===== config.mk =====
export PLATFORM = sky130hd
export DESIGN_NAME = serial_mag_comparator_flat
export DESIGN_NICKNAME = d
export VERILOG_FILES = /design/src/rtl/serial_mag_comparator_if.sv /design/src/rtl/serial_mag_comparator.sv /design/src/flat_wrapper.sv
export SDC_FILE = /design/constraint.sdc
export NUM_CORES = 1
export LEC_CHECK = 0
export ABC_AREA = 1
export ABC_CLOCK_PERIOD_IN_PS = 4700
export BUFFER_PORTS_ARGS = -buffer_cell sky130_fd_sc_hd__buf_2
export CORE_MARGIN = 2
export CORE_UTILIZATION = 45
export DETAILED_ROUTE_END_ITERATION = 7
export PLACE_DENSITY = 0.64
export SETUP_SLACK_MARGIN = 0.15
export SYNTH_ARGS = -nofsm -noshare
export SYNTH_HDL_FRONTEND = slang
export SYNTH_SLANG_ARGS = --single-unit

===== constraint.sdc =====
create_clock -name clk -period 4.7 [get_ports clk]
set_input_delay 0.47 -clock clk [delete_from_list [all_inputs] [get_ports clk]]
set_output_delay 0.47 -clock clk [all_outputs]
set_load 0.01 [all_outputs]

===== src/rtl/serial_mag_comparator_if.sv =====
// Request/result bundle for serial_mag_comparator.
// The master drives the operands and the start/abort controls. The slave returns status and the one-hot result.
interface serial_mag_comparator_if #(
  parameter int W = 8
);
  logic         start;
  logic         abort;
  logic         signed_mode;
  logic [W-1:0] a;
  logic [W-1:0] b;
  logic         busy;
  logic         done;
  logic         agtb;
  logic         aeqb;
  logic         altb;

  modport master (
    output start, abort, signed_mode, a, b,
    input  busy, done, agtb, aeqb, altb
  );

  modport slave (
    input  start, abort, signed_mode, a, b,
    output busy, done, agtb, aeqb, altb
  );
endinterface


===== src/rtl/serial_mag_comparator.sv =====
// Serial MSB-first magnitude comparator, DIGIT bits per cycle. A signed compare is done by flipping the operand sign bits.
// Decision k edges after start (k = digits examined), done the cycle after; start is ignored while busy, and abort cancels.
module serial_mag_comparator #(
  parameter int W          = 8,
  parameter int DIGIT      = 1,
  parameter bit EARLY_EXIT = 1'b1
) (
  input  logic                   clk,
  input  logic                   rst,
  serial_mag_comparator_if.slave cmp
);
  localparam int NDIG = W / DIGIT;
  localparam int IDXW = (NDIG > 1) ? $clog2(NDIG) : 1;
  localparam logic [IDXW-1:0] IDX_TOP = IDXW'(NDIG - 1);

  typedef enum logic {S_IDLE, S_CMP} state_t;

  state_t                      r_state;
  state_t                      w_state_nxt;
  logic [W-1:0]                r_a;
  logic [W-1:0]                r_b;
  logic [IDXW-1:0]             r_idx;
  logic                        r_done;
  logic                        r_agtb;
  logic                        r_aeqb;
  logic                        r_altb;
  logic                        r_diff_seen;
  logic                        r_diff_gt;

  logic [NDIG-1:0][DIGIT-1:0]  w_a_digs;
  logic [NDIG-1:0][DIGIT-1:0]  w_b_digs;
  logic [DIGIT-1:0]            w_dig_a;
  logic [DIGIT-1:0]            w_dig_b;
  logic                        w_dig_ne;
  logic                        w_dig_gt;
  logic                        w_load;
  logic                        w_step;
  logic                        w_finish;
  logic                        w_fin_gt;
  logic                        w_fin_eq;

  assign w_a_digs = r_a;
  assign w_b_digs = r_b;
  assign w_dig_a  = w_a_digs[r_idx];
  assign w_dig_b  = w_b_digs[r_idx];
  assign w_dig_ne = (w_dig_a != w_dig_b);
  assign w_dig_gt = (w_dig_a > w_dig_b);

  always_ff @(posedge clk or posedge rst) begin
    if (rst) begin
      r_state <= S_IDLE;
    end else begin
      r_state <= w_state_nxt;
    end
  end

  // Abort is checked first so it overrides any decision on the same edge.
  always_comb begin
    w_state_nxt = r_state;
    w_load      = 1'b0;
    w_step      = 1'b0;
    w_finish    = 1'b0;
    w_fin_gt    = 1'b0;
    w_fin_eq    = 1'b0;
    case (r_state)
      S_IDLE: begin
        if (cmp.start) begin
          w_load      = 1'b1;
          w_state_nxt = S_CMP;
        end
      end
      S_CMP: begin
        if (cmp.abort) begin
          w_state_nxt = S_IDLE;
        end else if (EARLY_EXIT && w_dig_ne) begin
          w_finish    = 1'b1;
          w_fin_gt    = w_dig_gt;
          w_state_nxt = S_IDLE;
        end else if (r_idx == '0) begin
          w_finish    = 1'b1;
          w_state_nxt = S_IDLE;
          if (r_diff_seen) begin
            w_fin_gt = r_diff_gt;
          end else if (w_dig_ne) begin
            w_fin_gt = w_dig_gt;
          end else begin
            w_fin_eq = 1'b1;
          end
        end else begin
          w_step = 1'b1;
        end
      end
      default: w_state_nxt = S_IDLE;
    endcase
  end

  always_ff @(posedge clk or posedge rst) begin
    if (rst) begin
      r_a         <= '0;
      r_b         <= '0;
      r_idx       <= '0;
      r_done      <= 1'b0;
      r_agtb      <= 1'b0;
      r_aeqb      <= 1'b0;
      r_altb      <= 1'b0;
      r_diff_seen <= 1'b0;
      r_diff_gt   <= 1'b0;
    end else begin
      r_done <= w_finish;
      // Offset-binary: flipping the sign bit turns a signed order into an unsigned one.
      if (w_load) begin
        r_a         <= {cmp.a[W-1] ^ cmp.signed_mode, cmp.a[W-2:0]};
        r_b         <= {cmp.b[W-1] ^ cmp.signed_mode, cmp.b[W-2:0]};
        r_idx       <= IDX_TOP;
        r_diff_seen <= 1'b0;
        r_diff_gt   <= 1'b0;
      end else if (w_step) begin
        r_idx <= r_idx - IDXW'(1);
        if (w_dig_ne && !r_diff_seen) begin
          r_diff_seen <= 1'b1;
          r_diff_gt   <= w_dig_gt;
        end
      end
      if (w_finish) begin
        r_agtb <= !w_fin_eq && w_fin_gt;
        r_aeqb <= w_fin_eq;
        r_altb <= !w_fin_eq && !w_fin_gt;
      end
    end
  end

  assign cmp.busy = (r_state == S_CMP);
  assign cmp.done = r_done;
  assign cmp.agtb = r_agtb;
  assign cmp.aeqb = r_aeqb;
  assign cmp.altb = r_altb;
endmodule


===== src/flat_wrapper.sv =====
// flat-port wrapper written by rule: the top's interface ports become plain ports
module serial_mag_comparator_flat 
#(
  parameter int W          = 8,
  parameter int DIGIT      = 1,
  parameter bit EARLY_EXIT = 1'b1
)
  (clk, rst, cmp_start, cmp_abort, cmp_signed_mode, cmp_a, cmp_b, cmp_busy, cmp_done, cmp_agtb, cmp_aeqb, cmp_altb);
  serial_mag_comparator_if #(.W(W)) cmp_i ();
  input  logic clk;
  input  logic rst;
  input wire logic [$bits(cmp_i.start)-1:0] cmp_start;
  input wire logic [$bits(cmp_i.abort)-1:0] cmp_abort;
  input wire logic [$bits(cmp_i.signed_mode)-1:0] cmp_signed_mode;
  input wire logic [$bits(cmp_i.a)-1:0] cmp_a;
  input wire logic [$bits(cmp_i.b)-1:0] cmp_b;
  output wire logic [$bits(cmp_i.busy)-1:0] cmp_busy;
  output wire logic [$bits(cmp_i.done)-1:0] cmp_done;
  output wire logic [$bits(cmp_i.agtb)-1:0] cmp_agtb;
  output wire logic [$bits(cmp_i.aeqb)-1:0] cmp_aeqb;
  output wire logic [$bits(cmp_i.altb)-1:0] cmp_altb;
  assign cmp_i.start = cmp_start;
  assign cmp_i.abort = cmp_abort;
  assign cmp_i.signed_mode = cmp_signed_mode;
  assign cmp_i.a = cmp_a;
  assign cmp_i.b = cmp_b;
  assign cmp_busy = cmp_i.busy;
  assign cmp_done = cmp_i.done;
  assign cmp_agtb = cmp_i.agtb;
  assign cmp_aeqb = cmp_i.aeqb;
  assign cmp_altb = cmp_i.altb;
  serial_mag_comparator #(.W(W), .DIGIT(DIGIT), .EARLY_EXIT(EARLY_EXIT)) u_core (.clk(clk), .rst(rst), .cmp(cmp_i));
endmodule

### Word-level counts from Yosys, hierarchy flattened

Cells that the tools add are included.

* output and inout bits: 5
* bits of input ports: 21
* logic and storage cells: 60
* bits in registers: 26

* eq/ne operators: 1
* $add $sub $neg: 1
* mux-type cells: 33
* order comparisons: 2
* bitwise operators: 3
* reductions and logical operators: 10

Operator list (number)
* $mux 1: 28
* $bmux 1 s3: 2
* $mux 3: 2
* $lt 3x4->1 const B: 1
* $reduce_bool 2->1: 2
* $logic_and 1x1->1: 3
* $logic_not 1->1: 3
* $logic_not 3->1: 1
* $sub 3x1->3 const B: 1
* $pmux 1 s2: 1
* $reduce_and 2->1: 1
* $xor 1x1->1: 2
* $gt 1x1->1: 1
* $ne 1x1->1: 1
* $not 1->1: 1

### Longest topological paths before layout

Gate-level depths: netlist of run 1.

* word-level depth: 8
* depth in mapped cells: 13
* depth with buffers taken out: 13

### Least setup slack after synthesis of run 1

OpenSTA, ideal clock, no wires.

* path type: flip-flop to flip-flop
* from: reg u_core.r_idx[0]
* to: reg u_core.r_altb, in the netlist u_core.cmp.altb
* arrival: 1584 ps
* cell stages (with the launch flop): 12
* path slack: 2998 ps
* path buffers: 0
* period minus slack after synthesis: 1702 ps
* cells stage by stage: dfrtp_1 > clkinv_1 > nand2_1 > nand3_1 > nand3_1 > nand2_1 > ha_1 > inv_1 > nor2_1 > nand3_1 > nand3_1 > nand2_1

* longest elaborated chain between the ends: 8
* elaborated cells between the ends (all ways): 22
* those cells by class: 1 x order compare; 1 x eq/ne; 16 x mux; 4 x reduce/logical

Ends and longest elaborated chain
* from (decl): RTL line serial_mag_comparator.sv:22 `logic [IDXW-1:0] r_idx;`
* from (signal assigned): RTL line serial_mag_comparator.sv:118 `r_idx <= r_idx - IDXW'(1);`
* $bmux 1 s3 (on tied branches): RTL line serial_mag_comparator.sv:44, serial_mag_comparator.sv:45
* $mux 1 (on tied branches): RTL line serial_mag_comparator.sv:44, serial_mag_comparator.sv:45
* $ne 1x1->1 / $gt 1x1->1 (equally long branches): RTL line serial_mag_comparator.sv:46, serial_mag_comparator.sv:47
* $mux 1: RTL line serial_mag_comparator.sv:75 `end else if (EARLY_EXIT && w_dig_ne) begin`
* $mux 1: RTL line serial_mag_comparator.sv:73 `if (cmp.abort) begin`
* $mux 1: RTL line serial_mag_comparator.sv:65 `case (r_state)`
* $logic_not 1->1: RTL line serial_mag_comparator.sv:127 `r_altb <= !w_fin_eq && !w_fin_gt;`
* $logic_and 1x1->1: RTL line serial_mag_comparator.sv:127
* to (signal assigned): RTL line serial_mag_comparator.sv:127
* to (decl): RTL line serial_mag_comparator.sv:26 `logic r_altb;`

Parallel ways exist; a longest one is shown, timed or not. The select of a mux whose other input is x is not followed.
A chain may end at the register's enable or synchronous reset.

### Worst setup path after layout of run 1

Same ends and word-level chain as after synthesis.

==> results of run 1 <==
[flip-flops by register name, summed over array words and instances, names as in the netlist]
register and count:
u_core.cmp.busy 1, u_core.cmp.done 1, u_core.cmp.aeqb 1, u_core.r_b 8
u_core.r_diff_gt 1, u_core.r_a 8, u_core.cmp.altb 1, u_core.r_idx 3
u_core.r_diff_seen 1, u_core.cmp.agtb 1
[synthesized netlist by cell type]
master    count
nand2_4       1
nand3_2       1
dfrtp_1      26
nor2_1        9
nand2_2       2
inv_1        25
o21ai_2       6
clkinv_1      1
buf_2         2
nand2_1      60
nand4_1       1
ha_1          3
a21oi_2       1
nand3_1      14
inv_2         2
o21ai_0      10
buf_6         3
xnor2_1       3
[logic make-up (layout without fill, tap and decap cells)]
group,after synthesis,count (layout)
AOI/OAI and AO/OA,17,17
xor gates and xnor gates,3,3
adders and majority gates,3,3
buffers and inverters,33,57
DFF,26,26
and+or+nand+nor,88,88
[path summary, 6_finish.rpt]
check,startpoint,end,cells past startpoint
worst min register to register,u_core.cmp.aeqb,u_core.cmp.aeqb,2
worst min-delay path,rst,u_core.cmp.done,2
worst max-delay path,u_core.r_idx[0],u_core.cmp.altb,11
worst max register to register,u_core.r_idx[0],u_core.cmp.altb,11
max in group asynchronous,rst,u_core.r_b[3],2
min in group clk,cmp_b[0],u_core.r_b[0],3
[metrics by stage]
step	hold WS, ps	worst slack [ps]	utilization (%)	power (mW)
after global routing	322	2340	54.1	1.09
after CTS	327	2540	54.1	1.00
after floorplan	450	3000	-	0.750
final	335	2530	54.1	0.989
after detailed placement	455	2550	52.2	0.844
after global placement	452	2640	52.2	0.828
[area by class of cell]
cell class                 instances  area [um2]
clock buffer                       3        22.5
clock inverter                     1        30.0
fill                             281        1290
inverter                          28         105
multi-input combinational        111         544
sequential                        26         651
tap                               31        38.8
timing repair buffer              25         125
[power by group through the flow]
stage / registers (mW) / logic, mW / clock network (mW)
finish: 0.372 / 0.464 / 0.153
CTS: 0.373 / 0.472 / 0.159
floorplan: 0.370 / 0.381 / 0
global placement: 0.373 / 0.455 / 0
global route: 0.383 / 0.535 / 0.169
detailed placement: 0.378 / 0.466 / 0
[layer usage]
layer | up-vias | track usage [%]
li1 | 568 | -
met1 | 470 | 20.1
met2 | 26 | 28.1
met3 | 7 | 3.08
met4 | 0 | 6.82
met5 | - | 0
==> out/qor.yml, run 1 <==
run_status: "finished, violations left"
failed_checks: "DRC"
area_growth_syn_to_layout_pct: 12.8
place_congestion: 0.864
dr_wl_met3_um: 105
finalSetupViolations: 0
syn_nets: 194
cp.buffers_inverters: 2
yosysWarnings: 0
port_buffers: 25
synth_top_area_cell: "dfrtp_1"
drt-initial-drc-count: 62
synth-xor-area-share_pct: 1.96
tightestPinTransition_ps: 957
routed_wl_um: 2460
cts_tree: "yes"
hpwl_um: 1850
fmax_mhz: 461
n_antenna_cell: 0
dieArea_um2: 3440
htree_levels: 1
cts-root-buf: "clkbuf_4"
synth_compound_area_share_pct: 8.29
grt_max_degree: 30
final_cell_mix: "nand2_1, dfrtp_1, inv_1, buf_2, nand3_1"
rows: 19
wl_met2_um: 1140
clk_pin_slew_worst_paths_ps: 140
leakagePower_nw: 0.840
synth_simple_gate_area_share_pct: 27.5
synthMuxAreaShare_pct: 0
sw_frac_of_total_pct: 42.0
yosys-top-cells-area: "dfrtp_1, nand2_1, inv_1"
reg2reg_setup_slack_ps: 2530
antenna_found_initial: 0
p_int_mw: 0.573
cp_max_fo: 11
avgViaCountPerCell: 4.76
cp.arrival_ps: 2400
fin_cells: 225
grt_pass1_vias: 1074
critPathMaxStageDelay_ps: 550
drive_above_1_share_pct: 21.6
path_delay_family: "simple AND/OR/NAND/NOR gates"
syn-cell-area_um2: 1340
crit_type: "register to register"
final_common_cell: "nand2_1"
required_ps: 4940
max-vdd-ir-drop_uv: 309
fin_nets: 219
clock-sinks: 26
placed_cells: 221
p_sw_mw: 0.416
die_w_um: 58.6
fin_crit_sh_pct: 46.1
end_kind: "register"
ys_seq_elements: 26
wl_met1_um: 1150
synthCells: 170
grt_pass1_wl_um: 4250
synth_top_area_share_pct: 48.4
cts_made_buffers: 3
synth_area_per_cell_um2: 7.90
ant_nets: 0
clock_latency_ps: 320
ioPinCount: 26
cp_cell_sequence: "clkinv_1 > nand2_1 > nand3_1 > nand3_1 > nand2_1 > ha_1 > inv_1 > nor2_1 > nand3_1 > nand3_1 > nand2_1"
combPwrFrac_pct: 46.9
rsz0062_at_grt: "false"
dpl_cell_area_um2: 1460
drv_slew: 0
synth_top_family_by_area: "simple AND/OR/NAND/NOR gates"
clock_skew_ps: 7.98
synth_fa_ha_area_share_pct: 2.79
via_count: 1071
dr.pass1.iters: 6
seq_area_frac_synth_pct: 48.4
fin_tns_setup_ps: 0
overflow: 0
fin_crit_ps: 2170
crit_path_top_delay_cell: "dfrtp_1"
cts_buffer_depth: 2
hold_viol_final: 0
post_cts.repair.setup_buffers: 0
track_usage_pct: 16.3
finalInstanceArea_um2: 1520
core_area_um2: 2810
maxUsedRoutingLayer: "met4"
startpoint_type: "register"
slew-limit-headroom_pct: 36.2
die_h_um: 58.6
initial_utilization_pct: 47.9
synthDistinctLibCells: 18
path_common_cell: "nand3_1"
pwr-share-clk_pct: 15.5
wire_per_inst_um: 10.9
cts_resized: 0
holdBufCountCts: 0
power.density_nw_per_um2: 652
pwr-share-seq_pct: 37.6
hold_path.class: "primary input to asynchronous set/reset pin"
route.detailed.drc: 2
maxCapViolCount: 0
(Power assumes the default switching activity.)
==> run 2: changes to the inputs <==
ABC_CLOCK_PERIOD_IN_PS = 2000   (was 4700)
clock period = 2 ns   (was 4.7 ns; I/O delays follow)
==> out/qor.yml, run 2 (synthesized netlist as in run 1, its figures left out) <==
run_status: "finished, violations left"
failed_checks: "DRC"
crit_type: "register to register"
area_growth_syn_to_layout_pct: 16.4
hpwl_um: 1840  # -0.38%
power.density_nw_per_um2: 1530  # +140%
ant_nets: 0  # unchanged
dieArea_um2: 3440  # unchanged
fin_crit_ps: 1750  # -419 ps
overflow: 0  # unchanged
die_w_um: 58.6  # unchanged
startpoint_type: "register"
clk_pin_slew_worst_paths_ps: 130  # about the same
track_usage_pct: 16.7  # +0.40 points
core_area_um2: 2810  # unchanged
fmax_mhz: 572  # +24%
leakagePower_nw: 0.855  # +1.7%
grt_pass1_wl_um: 4510  # +6.0%
fin_cells: 229  # +1.8%
pwr-share-clk_pct: 9.0  # -6.5 points
wire_per_inst_um: 10.8  # -1.1%
clock_latency_ps: 310  # about the same
fin_tns_setup_ps: 0  # unchanged
max-vdd-ir-drop_uv: 791  # +160%
placed_cells: 223  # +0.90%
final_cell_mix: "nand2_1, inv_1, buf_2, dfrtp_1, nand3_1"
dpl_cell_area_um2: 1480  # +1.0%
avgViaCountPerCell: 4.77  # +0.27%
end_kind: "register"
cts_tree: "yes"
clock-sinks: 26  # unchanged
grt_pass1_vias: 1080  # +0.56%
maxCapViolCount: 0  # unchanged
finalInstanceArea_um2: 1560  # +3.1%
hold_path.class: "primary input to register"
required_ps: 2220  # -2720 ps
p_int_mw: 1.36  # +140%
sw_frac_of_total_pct: 43.2  # +1.2 points
rows: 19  # unchanged
cts-root-buf: "clkbuf_4"
place_congestion: 0.845  # -2.2%
cp.arrival_ps: 1970  # -430 ps
htree_levels: 1  # unchanged
clock_skew_ps: 4.47  # -3.52 ps
drive_above_1_share_pct: 25.8  # +4.1 points
cts_made_buffers: 3  # unchanged
finalSetupViolations: 0  # unchanged
n_antenna_cell: 0  # unchanged
die_h_um: 58.6  # unchanged
drv_slew: 0  # unchanged
rsz0062_at_grt: "false"
cp_max_fo: 6  # -5
initial_utilization_pct: 47.9  # unchanged
final_common_cell: "nand2_1"
fin_crit_sh_pct: 87.4  # +41 points
cts_buffer_depth: 2  # unchanged
ioPinCount: 26  # unchanged
top_regs: "u_core.r_a (8), u_core.r_b (8), u_core.r_idx (3)"
pwr-share-seq_pct: 36.0  # -1.6 points
grt_max_degree: 30  # unchanged
slew-limit-headroom_pct: 68.3  # +32 points
combPwrFrac_pct: 55.0  # +8.1 points
via_count: 1093  # +2.1%
tightestPinTransition_ps: 474  # -482 ps
hold_viol_final: 0  # unchanged
antenna_found_initial: 0  # unchanged
dr.pass1.iters: 6  # unchanged
drt-initial-drc-count: 58  # -6.5%
route.detailed.drc: 2  # unchanged
port_buffers: 25  # unchanged
routed_wl_um: 2480  # +0.65%
p_sw_mw: 1.04  # +150%
fin_nets: 224  # +2.3%
[run 2: cell count changes in the layout (fill, tap and decap cells not counted), moves of 2 or more]
| cell | delta |
|---|---|
| buf_4 | +2 |
| buf_6 | +2 |
| dfrtp_1 | -2 |
| dfrtp_2 | +2 |
[run 2: repair_timing]
item                                    in CTS  in global routing
endpoints found under the setup margin       2                  6
endpoints found under the hold margin       26                  0
resized for setup                            2                 10
setup buffers                                0                  1
hold buffers                                 1                  0
cloned                                       0                  1
pin swaps                                    0                  3
[run 2: routing by layer]
layer,share of wire [%],global-route usage (%),vias up,routed length (um)
li1,-,-,575,-
met1,48,21.9,499,1200
met2,47,28.3,17,1150
met3,4.3,2.64,2,107
met4,0.77,5.84,0,19
met5,0,0,-,0
[run 2: final timing paths]
check | startpoint | end | slack, ps | depth (start not counted)
setup reg to reg | u_core.r_idx[0] | u_core.r_idx[2] | 250 | 12
hold / removal | cmp_b[0] | u_core.r_b[0] | 80 | 3
min in group asynchronous | rst | u_core.cmp.aeqb | 460 | 4
hold reg to reg | u_core.cmp.agtb | u_core.cmp.agtb | 490 | 2
setup / recovery | u_core.r_idx[0] | u_core.r_idx[2] | 250 | 12
max in group asynchronous | rst | u_core.r_idx[1] | 1270 | 4
[run 2: area by class of cell]
type	instances	area, um2
Fill cell	275	1240
Clock buffer	3	22.5
Sequential cell	26	653
Multi-Input combinational cell	111	569
Timing Repair Buffer	30	173
Inverter	28	108
Tap cell	31	38.8
[run 2: critical path, stage by stage, from the launching register on]
cell,delay (ps)
dfrtp_2,460
buf_6,140
nor2_1,90
nor2_1,40
nand2_1,70
nand3_1,100
nand2_2,110
ha_4,220
buf_4,140
nand3_4,90
nand2_2,70
nand2_1,60
nand2_1,50
[run 2: metrics by stage]
stage	power (mW)	utilization (%)	hold slack, ps	setup slack, ps
final	2.40	55.8	76.1	252
after CTS	2.22	54.0	62.1	166
after global routing	2.66	55.8	76.1	113
after global placement	1.96	52.7	265	179
after floorplan	1.76	-	240	298
after detailed placement	1.99	52.7	271	108
[run 2: power groups by stage]
stage / clock network (mW) / logic [mW] / registers, mW
floorplan: 0 / 0.895 / 0.869
global placement: 0 / 1.09 / 0.866
detailed placement: 0 / 1.12 / 0.870
CTS: 0.228 / 1.13 / 0.859
global route: 0.247 / 1.52 / 0.896
finish: 0.217 / 1.32 / 0.864
